==> src/rtl/flash_pkg.sv <==
// Shared types and constants for the flash command arbiter.
package flash_pkg;

  typedef enum logic [2:0] {
    ST_IDLE = 3'd0,
    ST_WREN = 3'd1,
    ST_WGAP = 3'd2,
    ST_CMD  = 3'd3,
    ST_GAP  = 3'd4
  } state_t;

  localparam logic [3:0] CT_IDLE = 4'b0000;
  localparam logic [3:0] CT_CMD  = 4'b1001;
  localparam logic [3:0] CT_PROG = 4'b1101;

  localparam logic [7:0] OP_WREN = 8'h06;
  localparam logic [7:0] OP_PP   = 8'h02;
  localparam logic [7:0] OP_SE   = 8'h20;
  localparam logic [7:0] OP_BE   = 8'hD8;
  localparam logic [7:0] OP_CE   = 8'hC7;
  localparam logic [7:0] OP_READ = 8'h03;

  // Program and erase opcodes must be preceded by Write Enable.
  function automatic logic needs_wren(input logic [7:0] op);
    return (op == OP_PP) || (op == OP_SE) || (op == OP_BE) || (op == OP_CE);
  endfunction

endpackage

==> src/rtl/flash_cmd_arbiter_if.sv <==
// Command bus between the arbiter (master) and flash_spi (slave).
interface flash_cmd_arbiter_if;
  logic [3:0]  spi_cmd_type;
  logic [7:0]  spi_cmd;
  logic [23:0] spi_addr;
  logic        spi_done;
  logic [7:0]  spi_rdata;
  logic        spi_rvalid;

  modport master (
    output spi_cmd_type, spi_cmd, spi_addr,
    input  spi_done, spi_rdata, spi_rvalid
  );

  modport slave (
    input  spi_cmd_type, spi_cmd, spi_addr,
    output spi_done, spi_rdata, spi_rvalid
  );
endinterface

==> src/rtl/flash_rr_pick.sv <==
// Two-way round-robin pick: a lone request wins, a tie goes to the port
// that was not granted last time.
module flash_rr_pick (
  input  logic req0,
  input  logic req1,
  input  logic last_grant,
  output logic grant_valid,
  output logic grant_idx
);

  // Combinational grant decision.
  always_comb begin
    grant_valid = req0 | req1;
    grant_idx   = (req0 & req1) ? ~last_grant : req1;
  end

endmodule

==> src/rtl/flash_cmd_arbiter.sv <==
// Shares the flash_spi command port between the image writer (port 0) and
// the readback/debug reader (port 1). Inserts WREN ahead of program/erase
// opcodes and an idle gap after every SPI transaction.
//
// Handshake: a requester raises reqX with its cmd_typeX/cmdX/addrX stable
// and holds it until ackX; fields are captured only at the grant edge, and
// ackX is a single-cycle completion pulse even if reqX was dropped early.
// On the flash side, spi_* are held until spi_done is sampled high.
module flash_cmd_arbiter
  import flash_pkg::*;
#(
  parameter int GAP_CYCLES = 100,
  parameter int GAP_W      = 13
) (
  input  logic                clk,
  input  logic                rst,
  input  logic                req0,
  input  logic [3:0]          cmd_type0,
  input  logic [7:0]          cmd0,
  input  logic [23:0]         addr0,
  output logic                ack0,
  output logic [7:0]          rdata0,
  output logic                rvalid0,
  input  logic                req1,
  input  logic [3:0]          cmd_type1,
  input  logic [7:0]          cmd1,
  input  logic [23:0]         addr1,
  output logic                ack1,
  output logic [7:0]          rdata1,
  output logic                rvalid1,
  flash_cmd_arbiter_if.master spi,
  output logic                busy,
  output logic                owner,
  output state_t              state_dbg
);

  localparam logic [GAP_W-1:0] GAP_LAST = GAP_W'(GAP_CYCLES - 1);

  state_t            state;
  logic              last_grant;
  logic [GAP_W-1:0]  gap_cnt;
  logic [3:0]        sh_type;
  logic [7:0]        sh_cmd;
  logic [23:0]       sh_addr;
  logic [3:0]        spi_type_q;
  logic [7:0]        spi_cmd_q;
  logic [23:0]       spi_addr_q;

  logic              grant_valid;
  logic              grant_idx;
  logic [3:0]        sel_type;
  logic [7:0]        sel_cmd;
  logic [23:0]       sel_addr;

  flash_rr_pick u_pick (
    .req0        (req0),
    .req1        (req1),
    .last_grant  (last_grant),
    .grant_valid (grant_valid),
    .grant_idx   (grant_idx)
  );

  // Fields of the port that would be granted this cycle.
  always_comb begin
    sel_type = grant_idx ? cmd_type1 : cmd_type0;
    sel_cmd  = grant_idx ? cmd1      : cmd0;
    sel_addr = grant_idx ? addr1     : addr0;
  end

  assign spi.spi_cmd_type = spi_type_q;
  assign spi.spi_cmd      = spi_cmd_q;
  assign spi.spi_addr     = spi_addr_q;
  assign state_dbg        = state;

  // Read data is broadcast; only the owner sees valid, and only during CMD.
  assign rdata0  = spi.spi_rdata;
  assign rdata1  = spi.spi_rdata;
  assign rvalid0 = spi.spi_rvalid & busy & (state == ST_CMD) & (owner == 1'b0);
  assign rvalid1 = spi.spi_rvalid & busy & (state == ST_CMD) & (owner == 1'b1);

  // Arbitration and sequencing FSM with registered outputs.
  always_ff @(posedge clk) begin
    if (rst) begin
      state      <= ST_IDLE;
      last_grant <= 1'b1;
      gap_cnt    <= '0;
      sh_type    <= CT_IDLE;
      sh_cmd     <= 8'h00;
      sh_addr    <= 24'h0;
      spi_type_q <= CT_IDLE;
      spi_cmd_q  <= 8'h00;
      spi_addr_q <= 24'h0;
      ack0       <= 1'b0;
      ack1       <= 1'b0;
      busy       <= 1'b0;
      owner      <= 1'b0;
    end else begin
      ack0 <= 1'b0;
      ack1 <= 1'b0;
      case (state)
        ST_IDLE: begin
          if (grant_valid) begin
            owner      <= grant_idx;
            last_grant <= grant_idx;
            sh_type    <= sel_type;
            sh_cmd     <= sel_cmd;
            sh_addr    <= sel_addr;
            busy       <= 1'b1;
            state      <= needs_wren(sel_cmd) ? ST_WREN : ST_CMD;
          end
        end
        ST_WREN: begin
          if (spi.spi_done) begin
            spi_type_q <= CT_IDLE;
            spi_cmd_q  <= 8'h00;
            spi_addr_q <= 24'h0;
            gap_cnt    <= '0;
            state      <= ST_WGAP;
          end else begin
            spi_type_q <= CT_CMD;
            spi_cmd_q  <= OP_WREN;
            spi_addr_q <= 24'h0;
          end
        end
        ST_WGAP: begin
          if (gap_cnt == GAP_LAST) begin
            state <= ST_CMD;
          end else begin
            gap_cnt <= gap_cnt + GAP_W'(1);
          end
        end
        ST_CMD: begin
          if (spi.spi_done) begin
            spi_type_q <= CT_IDLE;
            spi_cmd_q  <= 8'h00;
            spi_addr_q <= 24'h0;
            ack0       <= (owner == 1'b0);
            ack1       <= (owner == 1'b1);
            gap_cnt    <= '0;
            state      <= ST_GAP;
          end else begin
            spi_type_q <= sh_type;
            spi_cmd_q  <= sh_cmd;
            spi_addr_q <= sh_addr;
          end
        end
        ST_GAP: begin
          if (gap_cnt == GAP_LAST) begin
            busy  <= 1'b0;
            state <= ST_IDLE;
          end else begin
            gap_cnt <= gap_cnt + GAP_W'(1);
          end
        end
        default: begin
          busy  <= 1'b0;
          state <= ST_IDLE;
        end
      endcase
    end
  end

endmodule

==> src/flat_wrapper.sv <==
// flat-port wrapper written by rule: the top's interface ports become plain ports
module flash_cmd_arbiter_flat import flash_pkg::*;
#(
  parameter int GAP_CYCLES = 100,
  parameter int GAP_W      = 13
)
  (clk, rst, req0, cmd_type0, cmd0, addr0, ack0, rdata0, rvalid0, req1, cmd_type1, cmd1, addr1, ack1, rdata1, rvalid1, busy, owner, state_dbg, spi_spi_cmd_type, spi_spi_cmd, spi_spi_addr, spi_spi_done, spi_spi_rdata, spi_spi_rvalid);
  flash_cmd_arbiter_if spi_i ();
  input  logic clk;
  input  logic rst;
  input  logic req0;
  input  logic [3:0] cmd_type0;
  input  logic [7:0] cmd0;
  input  logic [23:0] addr0;
  output logic ack0;
  output logic [7:0] rdata0;
  output logic rvalid0;
  input  logic req1;
  input  logic [3:0] cmd_type1;
  input  logic [7:0] cmd1;
  input  logic [23:0] addr1;
  output logic ack1;
  output logic [7:0] rdata1;
  output logic rvalid1;
  output logic busy;
  output logic owner;
  output state_t state_dbg;
  output wire logic [$bits(spi_i.spi_cmd_type)-1:0] spi_spi_cmd_type;
  output wire logic [$bits(spi_i.spi_cmd)-1:0] spi_spi_cmd;
  output wire logic [$bits(spi_i.spi_addr)-1:0] spi_spi_addr;
  input wire logic [$bits(spi_i.spi_done)-1:0] spi_spi_done;
  input wire logic [$bits(spi_i.spi_rdata)-1:0] spi_spi_rdata;
  input wire logic [$bits(spi_i.spi_rvalid)-1:0] spi_spi_rvalid;
  assign spi_spi_cmd_type = spi_i.spi_cmd_type;
  assign spi_spi_cmd = spi_i.spi_cmd;
  assign spi_spi_addr = spi_i.spi_addr;
  assign spi_i.spi_done = spi_spi_done;
  assign spi_i.spi_rdata = spi_spi_rdata;
  assign spi_i.spi_rvalid = spi_spi_rvalid;
  flash_cmd_arbiter #(.GAP_CYCLES(GAP_CYCLES), .GAP_W(GAP_W)) u_core (.clk(clk), .rst(rst), .req0(req0), .cmd_type0(cmd_type0), .cmd0(cmd0), .addr0(addr0), .ack0(ack0), .rdata0(rdata0), .rvalid0(rvalid0), .req1(req1), .cmd_type1(cmd_type1), .cmd1(cmd1), .addr1(addr1), .ack1(ack1), .rdata1(rdata1), .rvalid1(rvalid1), .spi(spi_i), .busy(busy), .owner(owner), .state_dbg(state_dbg));
endmodule
==> config.mk <==
export PLATFORM = sky130hd
export DESIGN_NAME = flash_cmd_arbiter_flat
export DESIGN_NICKNAME = d
export VERILOG_FILES = /design/src/rtl/flash_pkg.sv /design/src/rtl/flash_cmd_arbiter_if.sv /design/src/rtl/flash_rr_pick.sv /design/src/rtl/flash_cmd_arbiter.sv /design/src/flat_wrapper.sv
export SDC_FILE = /design/constraint.sdc
export NUM_CORES = 1
export LEC_CHECK = 0
export BUFFER_PORTS_ARGS = -buffer_cell sky130_fd_sc_hd__buf_2
export CORE_MARGIN = 5
export CORE_UTILIZATION = 45
export CTS_BUF_LIST = sky130_fd_sc_hd__clkbuf_4 sky130_fd_sc_hd__clkbuf_8 sky130_fd_sc_hd__clkbuf_16
export DETAILED_ROUTE_END_ITERATION = 10
export GPL_TIMING_DRIVEN = 0
export PLACE_DENSITY = 0.84
export SYNTH_ARGS = -nofsm -noshare
export SYNTH_HDL_FRONTEND = slang
export SYNTH_SLANG_ARGS = --single-unit
==> constraint.sdc <==
create_clock -name clk -period 2 [get_ports clk]
set_input_delay 0.3 -clock clk [delete_from_list [all_inputs] [get_ports clk]]
set_output_delay 0.3 -clock clk [all_outputs]
set_load 0.005 [all_outputs]
==> out/qor.yml, run 1 <==
num_antenna_cells: 0
seq_power_share_pct: 47.6
end_kind: "primary output"
synth_top_cells_by_count: "nor2_1, dfxtp_1, a211oi_1"
worstPathArrival_ps: 1580
fin_hold_ws_ps: 285
finalHoldViolCount: 0
switching_share_pct: 31.8
synth_top_area_share_pct: 45.2
placed_area_um2: 4950
drive_gt1_share_pct: 33.1
finalNonFillerCells: 709
fill_cells: 781
async_flop_share_pct: 0
routabilityCongestion: 0.802
status: "completed"
antenna_found_initial: 0
dp_hpwl_um: 8540
drv_slew: 0
clkPwrFrac_pct: 27.4
via_per_inst: 5.36
cp_num_buf_inv: 2
wl_met1_um: 4590
required_ps: 1700
drcViolationCount: 0
ios: 147
die_w_um: 106
synth_edf_count: 0
ys_types: 46
wl_met2_um: 5530
syn_nets: 532
grt_pass1_wl_um: 17900
dr.pass1.iters: 4
crit_chain: "clkbuf_2 > nand4_1 > nor2_1 > buf_2"
netlist_instances: 445
finalSetupViolations: 0
die_area_um2: 11200
tightest_slew_ps: 610
clock_latency_ps: 350
route.met3.wl_um: 684
combPwrFrac_pct: 25.0
powerDensity_nw_per_um2: 894
utilization_pct: 56.8
worstPathMaxFanout: 10
htree_levels: 3
synth_ff_type: "dfxtp_1"
numCtsBuffers: 9
fmax_ghz: 0.532
p_leak_nw: 2.20
finish.instance_area_um2: 5150
pre_cts_ws_ps: 165
nets: 681
max_cap_violations: 0
critPathKind: "register to primary output"
ir_drop_mv: 0.446
yosysMostFrequentCell: "nor2_1"
p_sw_mw: 1.47
p_int_mw: 3.14
core_um2: 9060
post_cts_buffers: 0
grt-ovfl-total: 0
detail-route-antenna-nets: 0
crit_path_top_delay_cell: "dfxtp_1"
rsz0062_at_grt: "false"
crit_path_start_kind: "register"
detail_route.iter0.violations: 228
setup-tns-final_ps: 0
wl_per_cell_um: 15.6
syn_avg_cell_area_um2: 9.26
finalWorstSetupSlack_ps: 121
finalPower_mw: 4.60
yosys_warnings: 0
top_layer_used: "met4"
min_period_over_period_pct: 93.9
synth_area_leader_cell: "dfxtp_1"
path_delay_family: "flip-flops"
ys_seq_area_share_pct: 45.2
io_buffers: 138
grt_usage_pct: 19.5
cts_tree: "done"
dp.cells: 694
num_vias: 3801
cts.clk_slew.worst_paths_ps: 90
netlist_area_um2: 4120
grt_max_degree: 17
period_needed_ps: 1880
initial_core_util_pct: 45.5
hp-class: "input port to register"
clock_path_buffers: 2
fin_skew_ps: 9.31
root_buffer: "clkbuf_8"
first_global_vias: 3802
dieHeight_um: 106
synth-seq-cells: 93
row_count: 35
clock-sinks: 93
cp_slowest_stage_delay_ps: 510
area_growth_pct: 25.0
wl_um: 11100
yosys-top-cells-area: "dfxtp_1, mux2i_1, nor2_1"
relSlewSlack_pct: 59.3
[layout make-up]
type	instances	area [um2]	share of cell area (%)
tap	111	139	2.70
timing repair buffer	138	691	13.4
buffer	49	305	5.93
clock inverter	6	71.3	1.39
clock buffer	9	124	2.41
multi-input combinational	300	1950	37.8
inverter	3	11.3	0.219
sequential	93	1860	36.2
[metal layers]
metal  vias up  global-route usage [%]
met2       144                    34.4
met5         -                       0
met3        20                    3.80
met1      1755                    22.9
met4         0                    8.05
li1       1882                       -
[worst reg2reg max path, delay by kind of cell, from the launching register on]
| kind | cells | cell delay [ps] |
|---|---|---|
| AND/OR/NAND/NOR | 3 | 510 |
| flip-flops | 1 | 390 |
| AO/OA/AOI/OAI | 1 | 300 |
| multiplexers | 1 | 300 |
| adder cells (fa/ha/maj) | 1 | 210 |
[final timing paths]
path	start	end	slack, ps	depth (start not counted)
worst min-delay path	cmd_type0[1]	u_core.sh_type[1]$_SDFFE_PP0P_	280	3
worst min register to register	u_core.gap_cnt[1]$_SDFFE_PP0P_	u_core.gap_cnt[1]$_SDFFE_PP0P_	490	2
worst max-delay path	u_core.state_dbg[1]$_SDFFE_PP0P_	rvalid1	120	4
worst max register to register	u_core.gap_cnt[0]$_SDFFE_PP0P_	u_core.gap_cnt[2]$_SDFFE_PP0P_	190	6
[logic make-up after synthesis]
group	count (synthesis)	share of synthesized area, %
AOI/OAI and AO/OA	94	16.7
xor gates and xnor gates	13	2.76
adders and majority gates	1	0.304
buffers and inverters	52	7.65
DFF	93	45.2
muxes	40	10.3
and+or+nand+nor	152	17.2
[flip-flops by register name, summed over array words and instances, names as in the netlist]
| register | cells |
|---|---|
| u_core.last_grant | 1 |
| u_core.sh_type | 4 |
| u_core.sh_addr | 24 |
| u_core.spi.spi_cmd | 8 |
| u_core.spi.spi_cmd_type | 4 |
| u_core.ack0 | 1 |
| u_core.gap_cnt | 13 |
| u_core.sh_cmd | 8 |
| u_core.spi.spi_addr | 24 |
| u_core.busy | 1 |
| u_core.ack1 | 1 |
| u_core.state_dbg | 3 |
| u_core.owner | 1 |
[power groups by stage]
stage / clock network, mW / logic, mW / registers, mW
floorplan: 0 / 0.799 / 2.20
global route: 1.36 / 1.27 / 2.21
detailed placement: 0 / 1.14 / 2.23
CTS: 1.27 / 1.15 / 2.19
global placement: 0 / 1.10 / 2.21
finish: 1.26 / 1.15 / 2.19
[repair_timing]
action,4_1_cts,5_1_grt
resized for setup,1,1
endpoints found under the setup margin,1,12
hold buffers,0,0
pin swaps,0,0
[layout by cell type (no fill, tap or decap), drive strengths merged, types with 10 or more instances in the layout]
cell    synthesis  layout
a211oi         39      39
a21oi          11      11
a22oi          33      33
buf            35     173
clkbuf         14      23
dfxtp          93      93
mux2i          38      38
nand2          10      10
nor2           96      96
xnor2          12      12
Note: power is estimated with default switching activity, not from simulation.
==> inputs of run 2 (changes only) <==
Settings changed: PLACE_DENSITY 0.84 to 0.81.
==> out/qor.yml, run 2 (synthesis gave the netlist of run 1 again) <==
status: "completed"
via_per_inst: 5.38  # +0.38%
seq_power_share_pct: 46.8  # -0.8 points
rsz0062_at_grt: "false"
cp_slowest_stage_delay_ps: 500  # about the same
grt-ovfl-total: 0  # unchanged
critPathKind: "register to primary output"
path_delay_family: "flip-flops"
crit_cells: 4  # unchanged
utilization_pct: 57.0  # +0.17 points
num_vias: 3821  # +0.53%
clock_latency_ps: 370  # +20 ps
dieHeight_um: 106  # unchanged
clock_path_buffers: 2  # unchanged
detail_route.iter0.violations: 205  # -10%
ir_drop_mv: 0.475  # +6.6%
final_cell_mix: "buf_2, nor2_1, dfxtp_1"
p_sw_mw: 1.49  # +1.5%
cts_tree: "done"
cp_num_buf_inv: 2  # unchanged
row_count: 35  # unchanged
finalHoldViolCount: 0  # unchanged
routabilityCongestion: 0.832  # +3.8%
min_period_over_period_pct: 93.2  # -0.77 points
antenna_found_initial: 0  # unchanged
fin_skew_ps: 13.6  # +4.31 ps
switching_share_pct: 31.8  # about the same
cts_hold_buf: 0  # unchanged
reg2reg_from: "u_core.gap_cnt[0]$_SDFFE_PP0P_"
p_leak_nw: 2.21  # +0.35%
cp-endpoint: "rvalid1"
hp-class: "input port to register"
drcViolationCount: 0  # unchanged
detail-route-antenna-nets: 0  # unchanged
drive_gt1_share_pct: 33.1  # -0.055 points
crit_path_start_kind: "register"
combPwrFrac_pct: 24.5  # -0.5 points
final_common_cell: "buf_2"
die_area_um2: 11200  # unchanged
root_buffer: "clkbuf_8"
critical_path.startpoint: "u_core.state_dbg[1]$_SDFFE_PP0P_"
clock-sinks: 93  # unchanged
num_antenna_cells: 0  # unchanged
p_int_mw: 3.18  # +1.5%
grt_max_degree: 18  # +1
area_growth_pct: 25.3
setup-tns-final_ps: 0  # unchanged
wl_per_cell_um: 15.4  # -1.2%
initial_core_util_pct: 45.5  # unchanged
worstReg2RegEnd: "u_core.gap_cnt[2]$_SDFFE_PP0P_"
drv_slew: 0  # unchanged
worstPathArrival_ps: 1560  # -20 ps
nets: 681  # unchanged
crit_path_top_delay_cell: "dfxtp_1"
htree_levels: 3  # unchanged
crit_chain: "clkbuf_2 > nand4_1 > nor2_1 > buf_2"
grt_pass1_wl_um: 17800  # -0.23%
cts.clk_slew.worst_paths_ps: 100  # about the same
clkPwrFrac_pct: 28.7  # +1.3 points
tightest_slew_ps: 624  # +14.2 ps
worstPathMaxFanout: 10  # unchanged
dr.pass1.iters: 5  # +1
required_ps: 1700  # about the same
r2r_setup_slack_ps: 170  # -20 ps
core_um2: 9060  # unchanged
numCtsBuffers: 9  # unchanged
powerDensity_nw_per_um2: 904  # +1.2%
finalSetupViolations: 0  # unchanged
die_w_um: 106  # unchanged
relSlewSlack_pct: 58.4  # -0.95 points
ff2ff_path_depth: 6  # unchanged
period_needed_ps: 1860  # -15.4 ps
ios: 147  # unchanged
fmax_ghz: 0.537  # +0.83%
grt_usage_pct: 19.7  # +0.27 points
wl_um: 11000  # -1.1%
first_global_vias: 3781  # -0.55%
end_kind: "primary output"
dp_hpwl_um: 8440  # -1.1%
io_buffers: 138  # unchanged
max_cap_violations: 0  # unchanged
==> run 2: layer usage <==
metal | track usage, % | wire length [um]
met3 | 4.35 | 689
met5 | 0 | 0
met4 | 10.6 | 435
met1 | 23.5 | 4390
met2 | 33.0 | 5440
==> run 2: metrics by stage <==
step	hold slack [ps]	power (mW)	area, um2	std cells	setup slack (ps)
after floorplan	449	3.00	4120	445	438
after global placement	463	3.32	4950	694	245
after detailed placement	473	3.37	4950	694	195
after CTS	259	4.68	5160	710	125
after global routing	273	4.91	5160	710	10.8
final	261	4.67	5160	710	136
==> run 2: cell type report <==
class                   count  area [um2]
clock inverters             6        75.1
well taps                 111         139
inverters                   3        11.3
multi-input cells         300        1940
repair buffers            138         691
fillers                   801        3900
flip-flops and latches     93        1860
plain buffers              49         305
clock buffers              10         138
==> run 2: worst min-delay path by stage <==
stage                                            startpoint                                      end  slack (ps)  depth (start not counted)
finish                                            addr0[10]          u_core.sh_addr[10]$_SDFFE_PP0P_         260                          3
CTS                                                addr0[1]           u_core.sh_addr[1]$_SDFFE_PP0P_         260                          3
global placement             u_core.gap_cnt[1]$_SDFFE_PP0P_           u_core.gap_cnt[1]$_SDFFE_PP0P_         460                          2
global route                                      addr0[11]          u_core.sh_addr[11]$_SDFFE_PP0P_         270                          3
detailed placement  u_core.spi.spi_cmd_type[0]$_SDFFE_PP0P_  u_core.spi.spi_cmd_type[0]$_SDFFE_PP0P_         470                          2
floorplan                    u_core.gap_cnt[1]$_SDFFE_PP0P_           u_core.gap_cnt[1]$_SDFFE_PP0P_         450                          2
==> run 2: tightest hold or removal path, stage by stage <==
cell and delay, ps:
buf_2 90, mux2i_1 110, a211oi_1 80
==> run 2: timing repair <==
| action | CTS | global route |
|---|---|---|
| gates resized for setup | 1 | 0 |
| buffers inserted | 0 | 0 |
| setup endpoints to repair | 2 | 0 |
==> run 2: power by group through the flow <==
| stage | logic, mW | clock network, mW | registers [mW] |
|---|---|---|---|
| final | 1.15 | 1.34 | 2.18 |
| after global routing | 1.27 | 1.43 | 2.21 |
| after CTS | 1.15 | 1.35 | 2.18 |
| after detailed placement | 1.14 | 0 | 2.22 |
| after global placement | 1.10 | 0 | 2.21 |
| after floorplan | 0.799 | 0 | 2.20 |
